<file path="src/rtl/sq_frame_accumulator.sv">
// sq_frame_accumulator: sums FRAME_LEN squared samples into one frame energy.
// Samples arrive over a valid/ready handshake. Each finished frame is held on a
// registered output until downstream takes it. Sums saturate at all-ones, and
// sum_ovf marks any frame that saturated.
module sq_frame_accumulator #(
   parameter int SQ_W      = 16,
   parameter int FRAME_LEN = 4,
   parameter int ACC_W     = 18
) (
   input  logic             clk,
   input  logic             rst_n,
   input  logic             clear,
   input  logic [SQ_W-1:0]  sq_in,
   input  logic             sq_valid,
   output logic             sq_ready,
   output logic [ACC_W-1:0] sum_out,
   output logic             sum_valid,
   input  logic             sum_ready,
   output logic             sum_ovf,
   output logic [7:0]       sample_cnt
);

   typedef enum logic {ACCUM = 1'b0, HOLD = 1'b1} state_t;

   // Index of the final sample in a frame. sample_cnt is 8 bits, which covers FRAME_LEN up to 256.
   localparam logic [7:0] LAST_CNT = 8'(FRAME_LEN - 1);
   // Zero bits needed to widen sq_in to ACC_W+1. The extra top bit catches the carry.
   localparam int EXT_W = ACC_W + 1 - SQ_W;

   state_t           state_q, state_d;
   logic [ACC_W-1:0] acc_q, acc_d;
   logic             ovf_q, ovf_d;
   logic [7:0]       cnt_q, cnt_d;
   logic [ACC_W-1:0] sum_out_q, sum_out_d;
   logic             sum_ovf_q, sum_ovf_d;
   logic             sum_valid_q, sum_valid_d;

   logic             accept;
   logic             last_sample;
   logic             out_take;
   logic [ACC_W:0]   sq_ext;
   logic [ACC_W:0]   sum_wide;
   logic [ACC_W-1:0] sum_sat;
   logic             add_ovf;

   // Clamp a carry-extended sum to the accumulator range instead of wrapping.
   function automatic logic [ACC_W-1:0] sat_acc(input logic [ACC_W:0] s);
      if (s[ACC_W])
         return '1;
      return s[ACC_W-1:0];
   endfunction

   assign accept      = sq_valid & sq_ready;
   assign last_sample = (cnt_q == LAST_CNT);
   assign out_take    = sum_valid_q & sum_ready;
   assign sq_ext      = {{EXT_W{1'b0}}, sq_in};
   assign sum_wide    = {1'b0, acc_q} + sq_ext;
   assign add_ovf     = sum_wide[ACC_W];
   assign sum_sat     = sat_acc(sum_wide);

   // State register.
   always_ff @(posedge clk) begin
      if (!rst_n)
         state_q <= ACCUM;
      else
         state_q <= state_d;
   end

   // Next state: leave ACCUM on the last accepted sample; leave HOLD once the frame is consumed.
   always_comb begin
      state_d = state_q;
      case (state_q)
         ACCUM:   if (accept && last_sample) state_d = HOLD;
         HOLD:    if (out_take)              state_d = ACCUM;
         default: state_d = ACCUM;
      endcase
   end

   // FSM outputs: take samples only while accumulating, and never on a clear cycle.
   always_comb begin
      sq_ready = 1'b0;
      if (state_q == ACCUM && !clear)
         sq_ready = 1'b1;
   end

   // Datapath next state: accumulate, close the frame, abort on clear, release on handshake.
   always_comb begin
      acc_d       = acc_q;
      ovf_d       = ovf_q;
      cnt_d       = cnt_q;
      sum_out_d   = sum_out_q;
      sum_ovf_d   = sum_ovf_q;
      sum_valid_d = sum_valid_q;
      if (state_q == ACCUM) begin
         if (clear) begin
            acc_d = '0;
            ovf_d = 1'b0;
            cnt_d = '0;
         end else if (accept) begin
            if (last_sample) begin
               sum_out_d   = sum_sat;
               sum_ovf_d   = ovf_q | add_ovf;
               sum_valid_d = 1'b1;
               acc_d       = '0;
               ovf_d       = 1'b0;
               cnt_d       = '0;
            end else begin
               acc_d = sum_sat;
               ovf_d = ovf_q | add_ovf;
               cnt_d = cnt_q + 8'd1;
            end
         end
      end else if (out_take) begin
         sum_valid_d = 1'b0;
      end
   end

   // Datapath registers.
   always_ff @(posedge clk) begin
      if (!rst_n) begin
         acc_q       <= '0;
         ovf_q       <= 1'b0;
         cnt_q       <= '0;
         sum_out_q   <= '0;
         sum_ovf_q   <= 1'b0;
         sum_valid_q <= 1'b0;
      end else begin
         acc_q       <= acc_d;
         ovf_q       <= ovf_d;
         cnt_q       <= cnt_d;
         sum_out_q   <= sum_out_d;
         sum_ovf_q   <= sum_ovf_d;
         sum_valid_q <= sum_valid_d;
      end
   end

   assign sum_out    = sum_out_q;
   assign sum_ovf    = sum_ovf_q;
   assign sum_valid  = sum_valid_q;
   assign sample_cnt = cnt_q;

endmodule

</file>
<file path="config.mk">
export PLATFORM = sky130hd
export DESIGN_NAME = sq_frame_accumulator
export DESIGN_NICKNAME = d
export VERILOG_FILES = /design/src/rtl/sq_frame_accumulator.sv
export SDC_FILE = /design/constraint.sdc
export NUM_CORES = 1
export LEC_CHECK = 0
export ABC_CLOCK_PERIOD_IN_PS = 2600
export CAP_MARGIN = 20
export CORE_AREA = 2 2 86 88
export DETAILED_ROUTE_END_ITERATION = 10
export DIE_AREA = 0 0 88 90
export SETUP_SLACK_MARGIN = 0.1
export SLEW_MARGIN = 15
export SYNTH_ARGS = -nofsm -noshare
export SYNTH_HDL_FRONTEND = slang
export SYNTH_SLANG_ARGS = --single-unit
</file>
<file path="constraint.sdc">
create_clock -name clk -period 2.6 [get_ports clk]
set_input_delay 0.52 -clock clk [delete_from_list [all_inputs] [get_ports clk]]
set_output_delay 0.52 -clock clk [all_outputs]
set_load 0.01 [all_outputs]
</file>
==> impl_metrics.sql, run 1 <==
INSERT INTO impl_metrics (metric_group, metric, value, unit) VALUES
('outcome', 'result_of_the_run', 'finished, final reports clean', ''),
('floorplanning', 'floorplan.die_area', '0.00792', 'sq mm'),
('synthesis', 'post-synth-top-count-cell', 'dfxtp_1', ''),
('power_and_ir_drop', 'total_leakage_power', '1.53', 'nW'),
('routing', 'vias_after_detailed_routing', '2638', ''),
('global_route', 'remaining_global_route_overflow', '0', ''),
('routing', 'dr.first_iter.drc_count', '112', ''),
('routing', 'avgRoutedWirePerCell', '13.6', 'um'),
('floorplanning', 'io_pins', '50', ''),
('setup_path', 'crit_path_max_incr_delay', '0.41', 'ns'),
('routing', 'viasPerCell', '5.03', ''),
('worst_hold_path', 'timing.hold.worst.class', 'reg -> reg', ''),
('floorplanning', 'chipWidth', '88', 'um'),
('synthesis', 'synth.cell_area', '0.00273', 'sq mm'),
('routing', 'postRouteWirelength', '7110', 'um'),
('setup_path', 'crit_chain', 'clkdlybuf4s50_1 -> ha_1 -> a21oi_2 -> o21ai_0 -> a211oi_2 -> o21ai_1 -> a21oi_1 -> o21bai_1 -> o31a_1', ''),
('synthesis', 'synth.distinct_cells', '53', ''),
('setup_path', 'cpLargestDelayFamily', 'compound AO/OA/AOI/OAI gates', ''),
('clock_network', 'clock-root-buffer', 'clkbuf_8', ''),
('cells_and_area', 'insertedDiodeCount', '0', ''),
('setup_path', 'worst-setup-path-type', 'in -> reg', ''),
('setup_path', 'worst-r2r-setup-slack', '0.33', 'ns'),
('synthesis', 'ys_seq_area_frac', '0.352', ''),
('sta', 'final.setup.worst_slack', '0.168', 'ns'),
('setup_path', 'critPathArrivalTime', '2.63', 'ns'),
('cells_and_area', 'flow.area_growth_from_synthesis', '43.3', '%'),
('sta', 'worst_slew_pin_slew', '0.406', 'ns'),
('synthesis', 'synth_nets', '371', ''),
('sta', 'hold_vio_cnt_final', '0', ''),
('setup_path', 'critical-path-slowest-cell', 'clkdlybuf4s50_1', ''),
('global_route', 'grt_pass1_vias', '2552', ''),
('global_route', 'grt_max_degree', '38', ''),
('synthesis', 'yosys.area.top_type', 'dfxtp_1', ''),
('clock_network', 'worstSkewPairLatency', '0.31', 'ns'),
('setup_path', 'critPathRequiredTime', '2.80', 'ns'),
('clock_network', 'cts_hold_repair.buffers', '0', ''),
('floorplanning', 'die_height', '90', 'um'),
('synthesis', 'postSynthCellCount', '332', ''),
('routing', 'drc', '0', ''),
('clock_network', 'tritoncts', 'built', ''),
('global_route', 'initial_antenna_violation_count', '0', ''),
('sta', 'drv_slew', '0', ''),
('clock_network', 'cts_max_path_buffers', '2', ''),
('place', 'finalWeightedCongestion', '0.861', ''),
('synthesis', 'yosys-top-cells-area', 'dfxtp_1, ha_1, nor2_1', ''),
('setup_path', 'r2r_cells', '11', ''),
('power_and_ir_drop', 'vdd.ir_drop.worst', '0.225', 'mV'),
('setup_path', 'reg2reg_to', 'sum_out[2]', ''),
('clock_network', 'cts-buffers-inserted', '5', ''),
('cells_and_area', 'fin_nets', '463', ''),
('worst_hold_path', 'hold_path_depth', '2', ''),
('cells_and_area', 'final_core_util', '0.557', ''),
('cells_and_area', 'final.fill_count', '644', ''),
('run', 'maxCapViolations', '0', ''),
('synthesis', 'synth_top_cell_area_share', '0.352', ''),
('setup_path', 'critPathCaptureType', 'register', ''),
('routing', 'route.antenna.remaining_nets', '0', ''),
('worst_hold_path', 'hold-path-endpoint', 'acc_q[9]', ''),
('synthesis', 'most_instantiated_flip_flop_cell_in_the_synthesis_netlist', 'dfxtp_1', ''),
('sta', 'final.setup_skew', '0.0143', 'ns'),
('setup_path', 'r2r-start', 'acc_q[0]', ''),
('sta', 'report.final.setup_viol', '0', ''),
('synthesis', 'synth.avg_cell_area', '8.22', 'sq um'),
('sta', 'max_freq', '0.411', 'GHz'),
('floorplanning', 'area_of_the_core_region', '0.00702', 'sq mm'),
('sta', 'slew_headroom', '0.725', ''),
('setup_path', 'crit_path_start_kind', 'input pin', ''),
('place', 'detailed_placer_s_ending_hpwl', '5320', 'um'),
('floorplanning', 'floorplan.initialDensity', '0.389', ''),
('synthesis', 'post_synth_most_frequent_cells', 'dfxtp_1, nor2_1, nand2_1', ''),
('setup_path', 'source_of_the_critical_timing_path', 'sq_in[8]', '');
## cell families (layout without fill, tap and decap cells)
logic type / count (synthesis) / in the layout / share of synthesized area
AOI/OAI and AO/OA: 110 / 110 / 0.272
xor gates and xnor gates: 15 / 15 / 0.0482
adders and majority gates: 18 / 18 / 0.0853
buffers and inverters: 17 / 110 / 0.0321
DFF: 48 / 48 / 0.352
muxes: 1 / 1 / 0.00367
and+or+nand+nor: 123 / 123 / 0.206
## cells in the final DEF, fill, tap and decap left out, types with 2 or more instances in the layout
master / netlist / final
buf_6: 1 / 3
or2_2: 2 / 2
a21oi_2: 1 / 4
dlygate4sd2_1: 0 / 4
o21a_1: 5 / 5
xor2_1: 4 / 4
a211oi_1: 10 / 7
xnor2_1: 11 / 11
o21ai_0: 23 / 21
clkbuf_8: 0 / 5
o211ai_1: 4 / 4
o21ai_1: 5 / 7
ha_1: 17 / 12
o31ai_1: 3 / 2
and2_1: 4 / 4
ha_4: 0 / 4
nor3_1: 7 / 7
nor2b_1: 2 / 2
a21oi_1: 30 / 27
nor2_1: 43 / 43
clkdlybuf4s50_1: 0 / 45
and3_1: 4 / 4
nor2_2: 6 / 5
a211oi_2: 4 / 7
dfxtp_1: 48 / 48
inv_1: 3 / 3
buf_4: 0 / 44
nand2b_1: 2 / 2
nand2_1: 35 / 35
buf_12: 0 / 2
bufinv_16: 0 / 2
nand3_1: 8 / 7
o21bai_1: 4 / 4
a21o_1: 8 / 8
nand4_1: 5 / 5
## per-layer routing
layer,track usage,up-vias,routed length (um)
met2,0.299,50,3290
met4,0.0564,0,69
met5,0,-,0
met3,0.0303,4,293
li1,-,1383,-
met1,0.256,1201,3460
## through the flow
stage / cell area (sq um) / power (mW) / hold WS (ns) / cells / setup TNS [ns]
final: 3910 / 1.74 / 0.458 / 524 / 0
after CTS: 3830 / 1.75 / 0.461 / 520 / 0
after detailed placement: 3620 / 1.08 / 0.446 / 511 / -12.17
after global routing: 3910 / 1.82 / 0.482 / 524 / 0
after floorplan: 2730 / 0.950 / 0.429 / 332 / 0
after global placement: 3620 / 1.08 / 0.442 / 511 / -10.92
## power breakdown
part	leakage [nW]	switching [mW]	internal, mW
clock network	0.0687	0.267	0.387
registers	0.388	0.0103	0.747
logic	1.07	0.169	0.160
## registers in the layout (all words and copies together), names as in the netlist
register    flops
sample_cnt      8
sum_out        18
sum_valid       1
ovf_q           1
state_q         1
sum_ovf         1
acc_q          18
## timing repair
item | CTS | global route
endpoints found under the setup margin | 34 | 20
buffers inserted | 1 | 4
pin swaps | 16 | 6
gates cloned | 0 | 0
gates resized for setup | 16 | 9
## worst reg2reg max path: cells and delay by family, from the launching register on
| family | cells | cell delay, ns |
|---|---|---|
| buffers and inverters | 2 | 0.24 |
| adders and majority gates | 2 | 0.41 |
| and+or+nand+nor | 3 | 0.28 |
| AOI/OAI and AO/OA | 4 | 0.91 |
| DFF | 1 | 0.34 |
## final cells by class
cell class,instances,area [sq um],share of cell area
multi-input combinational,267,1780,0.456
sequential,48,961,0.246
timing repair buffer,98,890,0.228
tap,99,124,0.0317
clock buffer,5,68.8,0.0176
clock inverter,3,68.8,0.0176
inverter,4,15.0,0.00384
## how the worst max path moves through the flow
| stage | end | slack, ns | cells after the start |
|---|---|---|---|
| after floorplan | sum_out[13] | 0.14 | 10 |
| after global placement | sum_out[13] | -0.42 | 11 |
| after detailed placement | sum_out[13] | -0.43 | 11 |
| after CTS | sum_out[13] | 0.05 | 9 |
| after global routing | sum_out[15] | 0.008 | 10 |
| final | sum_out[13] | 0.17 | 9 |
No activity file was read; power rests on OpenSTA's default activity.
==> run 2: changes to the inputs <==
- CORE_AREA: 2 2 86 88 -> 2 2 73 103
- DIE_AREA: 0 0 88 90 -> 0 0 75 105
- HOLD_SLACK_MARGIN: default -> 0.02
==> run 2 against run 1 <==
Compared with the run above: cell count grew 1.3%; cell area increased by 6.8%; combinational power is 17% higher; register-to-register slack worse by 0.12 ns; setup slack lost 0.030 ns; worst hold slack better by 0.0034 ns; clock skew is 0.0030 ns lower; total power up 3.9%; utilization up 4.9 points; sequential cell count unchanged; via count grew 6.0%.
==> impl_metrics.sql, run 2 (same netlist as run 1, synthesis figures left out) <==
INSERT INTO impl_metrics (metric_group, metric, value, unit) VALUES
('outcome', 'result_of_the_run', 'finished, final reports clean', ''),
('power_and_ir_drop', 'vdd.ir_drop.worst', '0.251', 'mV'),
('routing', 'vias_after_detailed_routing', '2795', ''),
('global_route', 'grt_first_pass_wirelength', '13400', 'um'),
('setup_path', 'critical-path-slowest-cell', 'clkdlybuf4s50_1', ''),
('cells_and_area', 'insertedDiodeCount', '0', ''),
('global_route', 'grt_pass1_vias', '2780', ''),
('sta', 'max_freq', '0.406', 'GHz'),
('routing', 'dr.first_iter.drc_count', '122', ''),
('place', 'portBuffers', '49', ''),
('setup_path', 'critical_path.max_fanout', '4', ''),
('worst_hold_path', 'timing.hold.worst.class', 'reg -> reg', ''),
('clock_network', 'cts_max_path_buffers', '2', ''),
('setup_path', 'critPathRequiredTime', '2.81', 'ns'),
('floorplanning', 'chipWidth', '75', 'um'),
('setup_path', 'cpLargestDelayFamily', 'compound AO/OA/AOI/OAI gates', ''),
('sta', 'slew_headroom', '0.624', ''),
('setup_path', 'critPathArrivalTime', '2.67', 'ns'),
('cells_and_area', 'post_route_cells_drive_above_1_share', '0.268', ''),
('global_route', 'remaining_global_route_overflow', '0', ''),
('sta', 'report.final.setup_viol', '0', ''),
('sta', 'share_of_the_clock_period_used_by_the_worst_path', '0.947', ''),
('power_and_ir_drop', 'total_leakage_power', '1.62', 'nW'),
('place', 'detailed_placer_s_ending_hpwl', '5990', 'um'),
('worst_hold_path', 'hold_start', 'acc_q[15]', ''),
('routing', 'route.antenna.remaining_nets', '0', ''),
('floorplanning', 'floorplan.initialDensity', '0.396', ''),
('floorplanning', 'die_height', '105', 'um'),
('routing', 'avgRoutedWirePerCell', '15.5', 'um'),
('floorplanning', 'io_pins', '50', ''),
('setup_path', 'crit_path_max_incr_delay', '0.53', 'ns'),
('global_route', 'initial_antenna_violation_count', '0', ''),
('sta', 'final.setup_skew', '0.0113', 'ns'),
('clock_network', 'worstSkewPairLatency', '0.31', 'ns'),
('routing', 'viasPerCell', '5.26', ''),
('floorplanning', 'floorplan.die_area', '0.00788', 'sq mm'),
('sta', 'period_needed', '2.46', 'ns'),
('setup_path', 'critPathCaptureType', 'register', ''),
('cells_and_area', 'flow.area_growth_from_synthesis', '53.1', '%'),
('place', 'finalWeightedCongestion', '0.799', ''),
('clock_network', 'cts-buffers-inserted', '5', ''),
('power_and_ir_drop', 'post-layout-total-power', '1.81', 'mW'),
('sta', 'worst_slew_pin_slew', '0.560', 'ns'),
('sta', 'drv_slew', '0', ''),
('cells_and_area', 'most_frequent_standard_cell_in_the_layout_excluding_fill_and_tap_cells', 'buf_4', ''),
('setup_path', 'crit_path_start_kind', 'input pin', ''),
('clock_network', 'clock-root-buffer', 'clkbuf_8', ''),
('routing', 'postRouteWirelength', '8210', 'um'),
('sta', 'timing.hold.ws', '0.462', 'ns'),
('sta', 'hold_vio_cnt_final', '0', ''),
('sta', 'setup_repair_after_global_routing_missed_its_margin', 'true', ''),
('setup_path', 'source_of_the_critical_timing_path', 'sq_in[8]', ''),
('clock_network', 'clkSinkCount', '48', ''),
('cells_and_area', 'fin_nets', '474', ''),
('setup_path', 'r2r-start', 'acc_q[0]', ''),
('setup_path', 'crit_chain', 'clkdlybuf4s50_1 -> ha_4 -> a21oi_4 -> o21ai_0 -> a211oi_2 -> o21ai_2 -> a21oi_2 -> o21bai_4 -> o31a_1', ''),
('setup_path', 'timing.critical_path.buf_inv', '1', ''),
('clock_network', 'tritoncts', 'built', ''),
('cells_and_area', 'final_core_util', '0.606', ''),
('routing', 'drtPass1Iterations', '4', ''),
('setup_path', 'worst-setup-path-type', 'in -> reg', ''),
('floorplanning', 'placement_rows', '36', ''),
('global_route', 'grt_max_degree', '25', ''),
('clock_network', 'cts_hold_repair.buffers', '0', ''),
('sta', 'setup-tns-final', '0', 'ns'),
('power_and_ir_drop', 'power-per-cell-area', '433', 'mW/mm^2'),
('routing', 'drc', '0', ''),
('global_route', 'grt_use_total', '0.219', ''),
('run', 'maxCapViolations', '0', ''),
('cells_and_area', 'layout.cells.most_common_list', 'buf_4, dfxtp_1, nor2_1, clkdlybuf4s50_1, nand2_1', ''),
('clock_network', 'clk_transition_reported_paths', '0.09', 'ns'),
('floorplanning', 'area_of_the_core_region', '0.00689', 'sq mm'),
('clock_network', 'cts_htree_levels', '2', '');
run 2: cell count changes in the layout (fill, tap and decap cells not counted), sizes merged:
| cell | previous run | this run |
|---|---|---|
| buf | 49 | 60 |
| dlygate4sd2 | 4 | 5 |
| clkdlybuf4s50 | 45 | 41 |
| dlymetal6s2s | 0 | 2 |
| clkdlybuf4s15 | 0 | 1 |
run 2: timing repair:
item | 4_1_cts | 5_1_grt
setup buffers | 4 | 0
gates cloned | 2 | 0
endpoints found under the setup margin | 37 | 24
gates resized for setup | 35 | 21
pin swaps | 14 | 6
run 2: layout make-up:
type | instances | area, sq um
sequential | 48 | 961
inverter | 4 | 15.0
multi-input combinational | 267 | 1930
fill | 637 | 2720
clock buffer | 5 | 68.8
tap | 95 | 119
timing repair buffer | 109 | 1010
clock inverter | 3 | 68.8
run 2: worst min-delay path: stages (launching register included):
cell and delay (ns):
dfxtp_1 0.32, nand2_1 0.05, a21oi_1 0.05
run 2: where the power goes:
group | leakage, nW | internal, mW | switching (mW)
Combinational | 1.17 | 0.192 | 0.194
Clock | 0.0687 | 0.387 | 0.276
Sequential | 0.388 | 0.748 | 0.0125
run 2: path summary, 6_finish.rpt:
| path | to | slack (ns) | depth (start not counted) |
|---|---|---|---|
| max reg2reg | sum_out[13] | 0.21 | 11 |
| min | acc_q[15] | 0.46 | 2 |
| max | sum_out[13] | 0.14 | 9 |
| min reg2reg | acc_q[15] | 0.46 | 2 |
run 2: metal layers:
metal,routed length (um),global-route usage,vias up
met5,0,0,-
met4,213,0.0791,0
met3,315,0.0318,17
met2,4090,0.375,62
met1,3590,0.268,1317
li1,-,-,1399
run 2: metrics by stage:
stage	std cells	worst slack [ns]	area, sq um
CTS	531	0.0721	4050
detailed placement	517	-0.466	3680
global placement	517	-0.497	3680
global route	531	0.0711	4180
floorplan	332	0.145	2730
finish	531	0.138	4180
